## src/rtl/float_mul_pipe.sv

```systemverilog
// float_mul_pipe
// Three-stage pipelined multiplier for the 8-bit float format
// (sign[7], exp[6:4] bias 3, mantissa[3:0]; exp==0 means hidden bit 0).
// Feeds the float adder of a systolic PE. There is a valid/ready handshake
// on both sides, and the pipeline collapses bubbles.
//
// Ports:
//   clk        rising-edge clock
//   rst        asynchronous active-high reset
//   in_valid   operand pair present
//   in_ready   pair is accepted this cycle (in_valid & in_ready)
//   a, b       multiplicand / multiplier
//   out_valid  product present
//   out_ready  consumer takes the product this cycle
//   out_data   product, held stable while stalled
//   out_ovf    product saturated to max magnitude
//   out_unf    nonzero product flushed to zero
module float_mul_pipe (
  input  logic       clk,
  input  logic       rst,
  input  logic       in_valid,
  output logic       in_ready,
  input  logic [7:0] a,
  input  logic [7:0] b,
  output logic       out_valid,
  input  logic       out_ready,
  output logic [7:0] out_data,
  output logic       out_ovf,
  output logic       out_unf
);

  // Pipeline control: a stage loads when it is empty or when its contents
  // move on this cycle. The chain is combinational from out_ready, so a
  // full pipe still accepts a new pair in the cycle a product leaves.
  logic ld1, ld2, ld3;
  logic v1_reg, v2_reg, v3_reg;

  assign ld3      = ~v3_reg | out_ready;
  assign ld2      = ~v2_reg | ld3;
  assign ld1      = ~v1_reg | ld2;
  assign in_ready = ld1;

  // ---------------- Stage 1: unpack and multiply ----------------
  logic [4:0] man_a, man_b;
  logic [9:0] prod_next;
  logic [3:0] esum_next;

  assign man_a     = {|a[6:4], a[3:0]};
  assign man_b     = {|b[6:4], b[3:0]};
  assign prod_next = {5'd0, man_a} * {5'd0, man_b};
  assign esum_next = {1'b0, a[6:4]} + {1'b0, b[6:4]};

  logic [9:0] prod1_reg;
  logic [3:0] esum1_reg;
  logic       s1_reg;

  // ---------------- Stage 2: normalise ----------------
  logic [3:0]        lead_idx;
  logic [3:0]        frac_next;
  logic signed [5:0] exp_next;

  // Leading-one index. The highest set bit wins because it is assigned last.
  always_comb begin
    lead_idx = 4'd0;
    for (int i = 0; i < 10; i++) begin
      if (prod1_reg[i]) lead_idx = 4'(i);
    end
  end

  // Shift the leading one up to bit 9. The four bits beneath it are the
  // fraction. Low bits are zero-filled when the product is small, and the
  // rest are truncated.
  always_comb begin
    frac_next = 4'((prod1_reg << (4'd9 - lead_idx)) >> 5);
  end

  // The product mantissa carries 8 fraction bits against a combined bias
  // of 6. The result exponent is esum + k - 11, which spans -11..12.
  assign exp_next = $signed({2'b00, esum1_reg}) + $signed({2'b00, lead_idx}) - 6'sd11;

  logic              s2_reg;
  logic              zero2_reg;
  logic signed [5:0] exp2_reg;
  logic [3:0]        frac2_reg;

  // ---------------- Stage 3: pack ----------------
  logic [7:0] pack_data;
  logic       pack_ovf, pack_unf;

  // Zero and underflow results are emitted as +0.
  always_comb begin
    pack_data = {s2_reg, exp2_reg[2:0], frac2_reg};
    pack_ovf  = 1'b0;
    pack_unf  = 1'b0;
    if (zero2_reg) begin
      pack_data = 8'h00;
    end else if (exp2_reg > 6'sd7) begin
      pack_data = {s2_reg, 7'h7F};
      pack_ovf  = 1'b1;
    end else if (exp2_reg < 6'sd1) begin
      pack_data = 8'h00;
      pack_unf  = 1'b1;
    end
  end

  logic [7:0] data3_reg;
  logic       ovf3_reg, unf3_reg;

  // ---------------- Registers ----------------
  always_ff @(posedge clk or posedge rst) begin
    if (rst) begin
      v1_reg    <= 1'b0;
      v2_reg    <= 1'b0;
      v3_reg    <= 1'b0;
      prod1_reg <= 10'd0;
      esum1_reg <= 4'd0;
      s1_reg    <= 1'b0;
      s2_reg    <= 1'b0;
      zero2_reg <= 1'b0;
      exp2_reg  <= 6'sd0;
      frac2_reg <= 4'd0;
      data3_reg <= 8'h00;
      ovf3_reg  <= 1'b0;
      unf3_reg  <= 1'b0;
    end else begin
      if (ld1) begin
        v1_reg <= in_valid;
        if (in_valid) begin
          prod1_reg <= prod_next;
          esum1_reg <= esum_next;
          s1_reg    <= a[7] ^ b[7];
        end
      end
      if (ld2) begin
        v2_reg <= v1_reg;
        if (v1_reg) begin
          s2_reg    <= s1_reg;
          zero2_reg <= (prod1_reg == 10'd0);
          exp2_reg  <= exp_next;
          frac2_reg <= frac_next;
        end
      end
      // Output registers change only when a new product enters stage 3.
      // This keeps them stable while the consumer stalls.
      if (ld3) begin
        v3_reg <= v2_reg;
        if (v2_reg) begin
          data3_reg <= pack_data;
          ovf3_reg  <= pack_ovf;
          unf3_reg  <= pack_unf;
        end
      end
    end
  end

  assign out_valid = v3_reg;
  assign out_data  = data3_reg;
  assign out_ovf   = ovf3_reg;
  assign out_unf   = unf3_reg;

endmodule

```

## config.mk

```make
export PLATFORM = sky130hd
export DESIGN_NAME = float_mul_pipe
export DESIGN_NICKNAME = d
export VERILOG_FILES = /design/src/rtl/float_mul_pipe.sv
export SDC_FILE = /design/constraint.sdc
export NUM_CORES = 1
export LEC_CHECK = 0
export CORE_UTILIZATION = 40
export CTS_CLUSTER_SIZE = 16
export DETAILED_ROUTE_END_ITERATION = 8
export PLACE_DENSITY = 0.59
export SYNTH_ARGS = -nofsm -noshare
export SYNTH_HDL_FRONTEND = slang
export SYNTH_SLANG_ARGS = --single-unit
```

## constraint.sdc

```tcl
create_clock -name clk -period 6.8 [get_ports clk]
set_input_delay 1.02 -clock clk [delete_from_list [all_inputs] [get_ports clk]]
set_output_delay 1.02 -clock clk [all_outputs]
set_load 0.03 [all_outputs]
```

==> metrics.csv, run 1 <==
stage,metric,value,unit
timing,fin_crit_sh,0.6755,
yosys,yosys.area.top_type,dfrtp_1,
drt,antenna_left,0,
setup_path,cp_top_family,adder cells,
floorplanning,row_count,31,
clocking,cts_max_level,2,
layout,antennaDiodeCount,0,
pwr,total_power,0.001348,W
setup_path,criticalPathCategory,in2reg,
timing,rsz0062_at_grt,false,
clocking,cts_resized,0,
timing,hold_viol,0,
drt,vias_per_cell,5.197,
worst_hold_path,hold_class,reg2reg,
timing,fmax,217.7,MHz
global_routing,antenna_found_initial,0,
clocking,numCtsBuffers,5,
drt,drt_iter0_markers,85,
yosys,synth-seq-cells,40,
setup_path,crit_chain,clkdlybuf4s50_1 -> or3_1 -> nand2_1 -> fa_1 -> fa_1 -> fa_1 -> inv_1 -> ha_1 -> a21o_1 -> a21oi_1 -> o21bai_1 -> mux2i_1 -> o311ai_0,
layout,largest_reg_flops,10,
global_routing,overflow,0,
layout,fillers,723,
layout,final_area,3593,µm²
setup_path,crit_required,6950,ps
yosys,synth_edf_count,0,
clocking,clock-sinks,40,
floorplanning,die_w,89.97,µm
setup_path,worstSetupStartpointType,primary input,
yosys,synthFlopType,dfrtp_1,
yosys,synth_area_leaders,"dfrtp_1 (32%), ha_1 (12%), fa_1 (7.8%)",
timing,worst_pin_slew,861.9,ps
layout,finalCoreUtilization,0.4876,
timing,timing.hold.ws,477.6,ps
drt,dr.pass1.iters,4,
drt,vias,2406,
clocking,cts_root_buffer,clkbuf_8,
setup_path,worstPathMaxFanout,5,
clocking,clock_latency,300,ps
floorplanning,ioPinCount,32,
yosys,synth-async-reset-ratio,1.000,
timing,final-setup-viol-count,0,
yosys,synth_top_area_frac,0.3234,
global_routing,grt_usage,0.1629,
setup_path,path_buf_inv,2,
setup_path,critPathMaxStageDelay,540,ps
timing,slew-limit-headroom,0.4240,
pwr,p_leak,1.623,nW
layout,area_delta_synth_final,16.09,%
clocking,cts_tree,yes,
pwr,max-vdd-ir-drop,0.1053,mV
clocking,post-cts-setup-buffers,0,
layout,final_cell_mix,"nand2_1 (49), dfrtp_1 (40), inv_1 (37), clkdlybuf4s50_1 (31), ha_1 (29)",
status,status,"complete, no violations",
clocking,clk_pin_slew_worst_paths,80,ps
yosys,synth_cell_types,59,
floorplanning,core_region_area,7370,µm²
clocking,postCtsHoldBufs,0,
setup_path,cp_common_cell,fa_1,
yosys,synthesis.nets,397,
timing,finalSetupTns,0,ps
setup_path,critPathCaptureType,register,
global_routing,grt_start_max_net_pins,41,
placement,numPortBuffers,31,
clocking,clk_path_buf_depth,2,
flow_run,maxCapViolCount,0,
timing,period_needed,4593,ps
timing,report.final.slew_viol_count,0,
placement,place_congestion,0.8131,
setup_path,arrival,4740,ps
yosys,synthesis.area,3095,µm²
timing,finClkSkew,7.843,ps
yosys,ys_seq_area_frac,0.3234,
drt,routedWlPerCell,13.00,µm
global_routing,grt_pass1_vias,2293,
drt,wirelength,6019,µm
floorplanning,initial_core_util,0.4200,
drt,drc,0,
placement,dpl.hpwl,4704,µm
floorplanning,dieArea,8095,µm²
layout,nets,424,
placement,post_dp_cell_area,3472,µm²
yosys,syn_inst,336,
layout,layout-drive-gt1-share,0.07143,
yosys,ys_warn_count,0,
yosys,postSynthAreaPerCell,9.213,µm²
global_routing,grt_pass1_wl,10770,µm
setup_path,slowest_stage,fa_1,
floorplanning,die_y,89.97,µm
pwr,p_per_area,375.2,nW/µm²
layout,layout_commonest_cell,nand2_1,
-- per-layer routing --
layer  up-vias  track usage  part of all wire  wire length, µm
li1       1226            -                 -                -
met5         -            0                 0                0
met4         0      0.05914             0.022              134
met2        40       0.2782              0.48             2888
met1      1130       0.2099              0.47             2855
met3        10      0.02369             0.023              141
-- report_power, final --
part / internal [W] / leakage (nW) / switching, W / total, W
logic: 0.000321 / 1.07 / 0.000393 / 0.000714
registers: 0.000324 / 0.491 / 0.000104 / 0.000428
clock network: 0.000120 / 0.0614 / 0.0000860 / 0.000206
total: 0.000765 / 1.62 / 0.000583 / 0.00135
-- worst register-to-register path: stages (launching register included) --
cell and delay (ps):
dfrtp_1 510, nor2_2 310, o31ai_1 150, nand2_1 210
inv_1 70, ha_1 280, ha_1 160, inv_1 50
fa_1 390, nor3b_1 200, o31ai_1 80
-- worst paths after layout --
check | start | end | slack (ps) | cells after the start
setup / recovery | b[5] | prod1_reg[8]$_DFFE_PP0P_ | 2210 | 13
hold / removal | out_ovf$_DFFE_PP0P_ | out_ovf$_DFFE_PP0P_ | 480 | 1
setup reg to reg | prod1_reg[6]$_DFFE_PP0P_ | exp2_reg[5]$_DFFE_PP0P_ | 4250 | 10
hold reg to reg | out_ovf$_DFFE_PP0P_ | out_ovf$_DFFE_PP0P_ | 480 | 1
max in group asynchronous | rst | esum1_reg[0]$_DFFE_PP0P_ | 5310 | 3
min in group asynchronous | rst | frac2_reg[3]$_DFFE_PP0P_ | 1140 | 3
-- stage by stage --
stage	worst slack [ps]	std cells
after floorplan	2580	336
after CTS	2204	463
after global placement	1954	455
after global routing	2029	463
final	2207	463
after detailed placement	1884	455
-- cells by family after synthesis --
family / synth area share
buffers and inverters: 0.06831
AO/OA/AOI/OAI: 0.1766
multiplexers: 0.02870
flip-flops: 0.3234
XOR/XNOR: 0.02546
adder cells (fa/ha/maj): 0.1948
AND/OR/NAND/NOR: 0.1827
-- area by class of cell --
type / count / area [µm²] / share of cell area
multi-input cells: 245 / 1883 / 0.5240
flip-flops and latches: 40 / 1001 / 0.2786
repair buffers: 32 / 317.8 / 0.08844
inverters: 39 / 146.4 / 0.04074
well taps: 99 / 123.9 / 0.03447
clock buffers: 6 / 82.58 / 0.02298
clock inverters: 2 / 38.79 / 0.01079
-- Yosys cell counts (2+ instances only) --
master	count
a21o_1	4
a21oi_1	12
a221o_1	4
a221oi_1	2
a31oi_1	2
and2_1	12
buf_2	4
buf_6	2
clkbuf_1	6
dfrtp_1	40
fa_1	12
ha_1	29
inv_1	37
inv_2	2
mux2_2	7
nand2_1	49
nand2b_1	6
nand3b_1	2
nor2_1	9
nor3_1	8
nor3b_1	5
nor4_1	2
nor4b_1	2
o211ai_1	5
o21a_1	2
o21ai_0	18
o311ai_0	2
o311ai_1	2
o31a_1	2
o31ai_1	5
o41ai_1	4
or3_1	3
or3b_1	2
xnor2_1	5
xor2_1	4
Power figures use the tool's default switching activity.
==> run 2, diff against run 1 <==
==> constraint.sdc (replaced) <==
create_clock -name clk -period 4.4 [get_ports clk]
set_input_delay 0.66 -clock clk [delete_from_list [all_inputs] [get_ports clk]]
set_output_delay 0.66 -clock clk [all_outputs]
set_load 0.03 [all_outputs]
==> run 2 against run 1 <==
Net effect: sequential power rose by 54%; worst setup slack worse by 1900 ps; utilization fell by 0.15 points; total power up 49%.
==> metrics.csv, run 2 (synthesis results as in run 1) <==
stage,metric,value,unit,change
setup_path,worstSetupStartpointType,primary input,,
placement,dpl.hpwl,4659,µm,-0.96%
setup_path,critPathCaptureType,register,,
timing,hold_viol,0,,unchanged
setup_path,rrSetupSlack,1860,ps,-2390 ps
placement,numPortBuffers,31,,unchanged
pwr,p_leak,1.623,nW,about the same
timing,slew-limit-headroom,0.3948,,-0.02924
drt,drc,0,,unchanged
setup_path,criticalPathCategory,in2reg,,
layout,layout_commonest_cell,nand2_1,,
global_routing,grt_pass1_wl,10760,µm,-0.12%
layout,fin_cells,466,,+0.65%
placement,place_congestion,0.8073,,-0.71%
setup_path,worstPathMaxFanout,3,,-2
status,status,"complete, no violations",,
setup_path,reg2reg_from,prod1_reg[6]$_DFFE_PP0P_,,
flow_run,maxCapViolCount,0,,unchanged
worst_hold_path,worst_hold_startpoint,out_data[6]$_DFFE_PP0P_,,
drt,routedWlPerCell,12.77,µm,-1.7%
setup_path,crit_required,4540,ps,-2410 ps
floorplanning,initial_core_util,0.4200,,unchanged
layout,nets,427,,+0.71%
clocking,clock_latency,300,ps,about the same
drt,wirelength,5952,µm,-1.1%
drt,dr.pass1.iters,4,,unchanged
timing,worst_pin_slew,905.7,ps,+43.75 ps
layout,area_delta_synth_final,15.72,%,
global_routing,overflow,0,,unchanged
pwr,total_power,0.002010,W,+49%
global_routing,grt_pass1_vias,2356,,+2.7%
worst_hold_path,hold_class,reg2reg,,
global_routing,antenna_found_initial,0,,unchanged
drt,drt_iter0_markers,126,,+48%
floorplanning,die_y,89.97,µm,unchanged
timing,finClkSkew,6.312,ps,-1.531 ps
layout,final_cell_mix,"nand2_1 (49), dfrtp_1 (40), inv_1 (37), clkdlybuf4s50_1 (31), ha_1 (29)",,
clocking,clk_path_buf_depth,2,,unchanged
floorplanning,die_w,89.97,µm,unchanged
floorplanning,core_region_area,7370,µm²,unchanged
clocking,post-cts-setup-buffers,0,,unchanged
timing,fin_crit_sh,0.9361,,
drt,antenna_left,0,,unchanged
clocking,clk_pin_slew_worst_paths,80,ps,about the same
floorplanning,ioPinCount,32,,unchanged
drt,vias_per_cell,5.170,,-0.52%
setup_path,worst_r2r_path_depth,10,,unchanged
clocking,cts_tree,yes,,
timing,report.final.slew_viol_count,0,,unchanged
drt,vias,2409,,+0.12%
pwr,max-vdd-ir-drop,0.1571,mV,+49%
global_routing,grt_usage,0.1637,,+0.0007531
clocking,cts_root_buffer,clkbuf_8,,
setup_path,timing.rr.end,exp2_reg[5]$_DFFE_PP0P_,,
floorplanning,dieArea,8095,µm²,unchanged
pwr,p_per_area,561.0,nW/µm²,+50%
worst_hold_path,hold_depth,2,,+1
clocking,postCtsHoldBufs,0,,unchanged
layout,largest_reg_flops,10,,unchanged
setup_path,arrival,4260,ps,-480 ps
layout,antennaDiodeCount,0,,unchanged
timing,fmax,242.8,MHz,
timing,final-setup-viol-count,0,,unchanged
clocking,numCtsBuffers,5,,unchanged
placement,place_inst,458,,+0.66%
timing,period_needed,4119,ps,
layout,layout-drive-gt1-share,0.07902,,+0.007591
clocking,clock-sinks,40,,unchanged
timing,rsz0062_at_grt,false,,
floorplanning,row_count,31,,unchanged
clocking,cts_resized,0,,unchanged
worst_hold_path,worstHoldEndpoint,out_data[6]$_DFFE_PP0P_,,
global_routing,grt_start_max_net_pins,41,,unchanged
clocking,cts_max_level,2,,unchanged
## run 2: layout make-up
cell class,count,area (µm²)
Clock buffer,5,68.82
Clock inverter,3,18.77
Fill cell,714,3787
Inverter,39,146.4
Multi-Input combinational cell,245,1883
Sequential cell,40,1001
Tap cell,99,123.9
Timing Repair Buffer,35,340.3
## run 2: stage by stage
step	TNS (ps)	hold WS, ps	utilization	worst slack [ps]	area [µm²]
after floorplan	0	446.0	-	539.9	3095
after global placement	0	458.6	0.4742	22.99	3495
after detailed placement	-47.71	464.4	0.4742	-47.71	3495
after CTS	0	485.0	0.4861	260.3	3582
after global routing	0	511.7	0.4861	119.2	3582
final	0	479.3	0.4861	281.2	3582
## run 2: worst max path at each step
stage | start | end | slack, ps | cells after the start
3_5_place_dp | b[5] | prod1_reg[8]$_DFFE_PP0P_ | -50 | 13
2_1_floorplan | b[5] | prod1_reg[8]$_DFFE_PP0P_ | 540 | 12
6_report | b[5] | prod1_reg[8]$_DFFE_PP0P_ | 280 | 13
3_3_place_gp | b[5] | prod1_reg[8]$_DFFE_PP0P_ | 20 | 13
5_1_grt | b[5] | prod1_reg[8]$_DFFE_PP0P_ | 120 | 13
4_1_cts | b[5] | prod1_reg[8]$_DFFE_PP0P_ | 260 | 13
## run 2: report_power, final
| part | internal [W] | leakage (nW) | switching (W) |
|---|---|---|---|
| Clock | 0.000110 | 0.0479 | 0.000134 |
| Sequential | 0.000501 | 0.491 | 0.000158 |
| Combinational | 0.000503 | 1.08 | 0.000603 |
## run 2: worst max-delay path, cell delays in order
cell,delay (ps)
clkdlybuf4s50_1,450
or3_1,410
nand2_1,110
fa_1,440
fa_1,540
fa_1,540
inv_1,40
ha_1,310
a21o_1,160
a21oi_1,200
o21bai_1,100
mux2i_1,150
o311ai_0,140
## run 2: per-layer routing
layer  GRT usage  vias up  share of wire
met1      0.2015     1122           0.47
met5           0        -              0
li1            -     1233              -
met4     0.05914        0          0.016
met3     0.02623        8          0.027
met2      0.2891       46           0.49
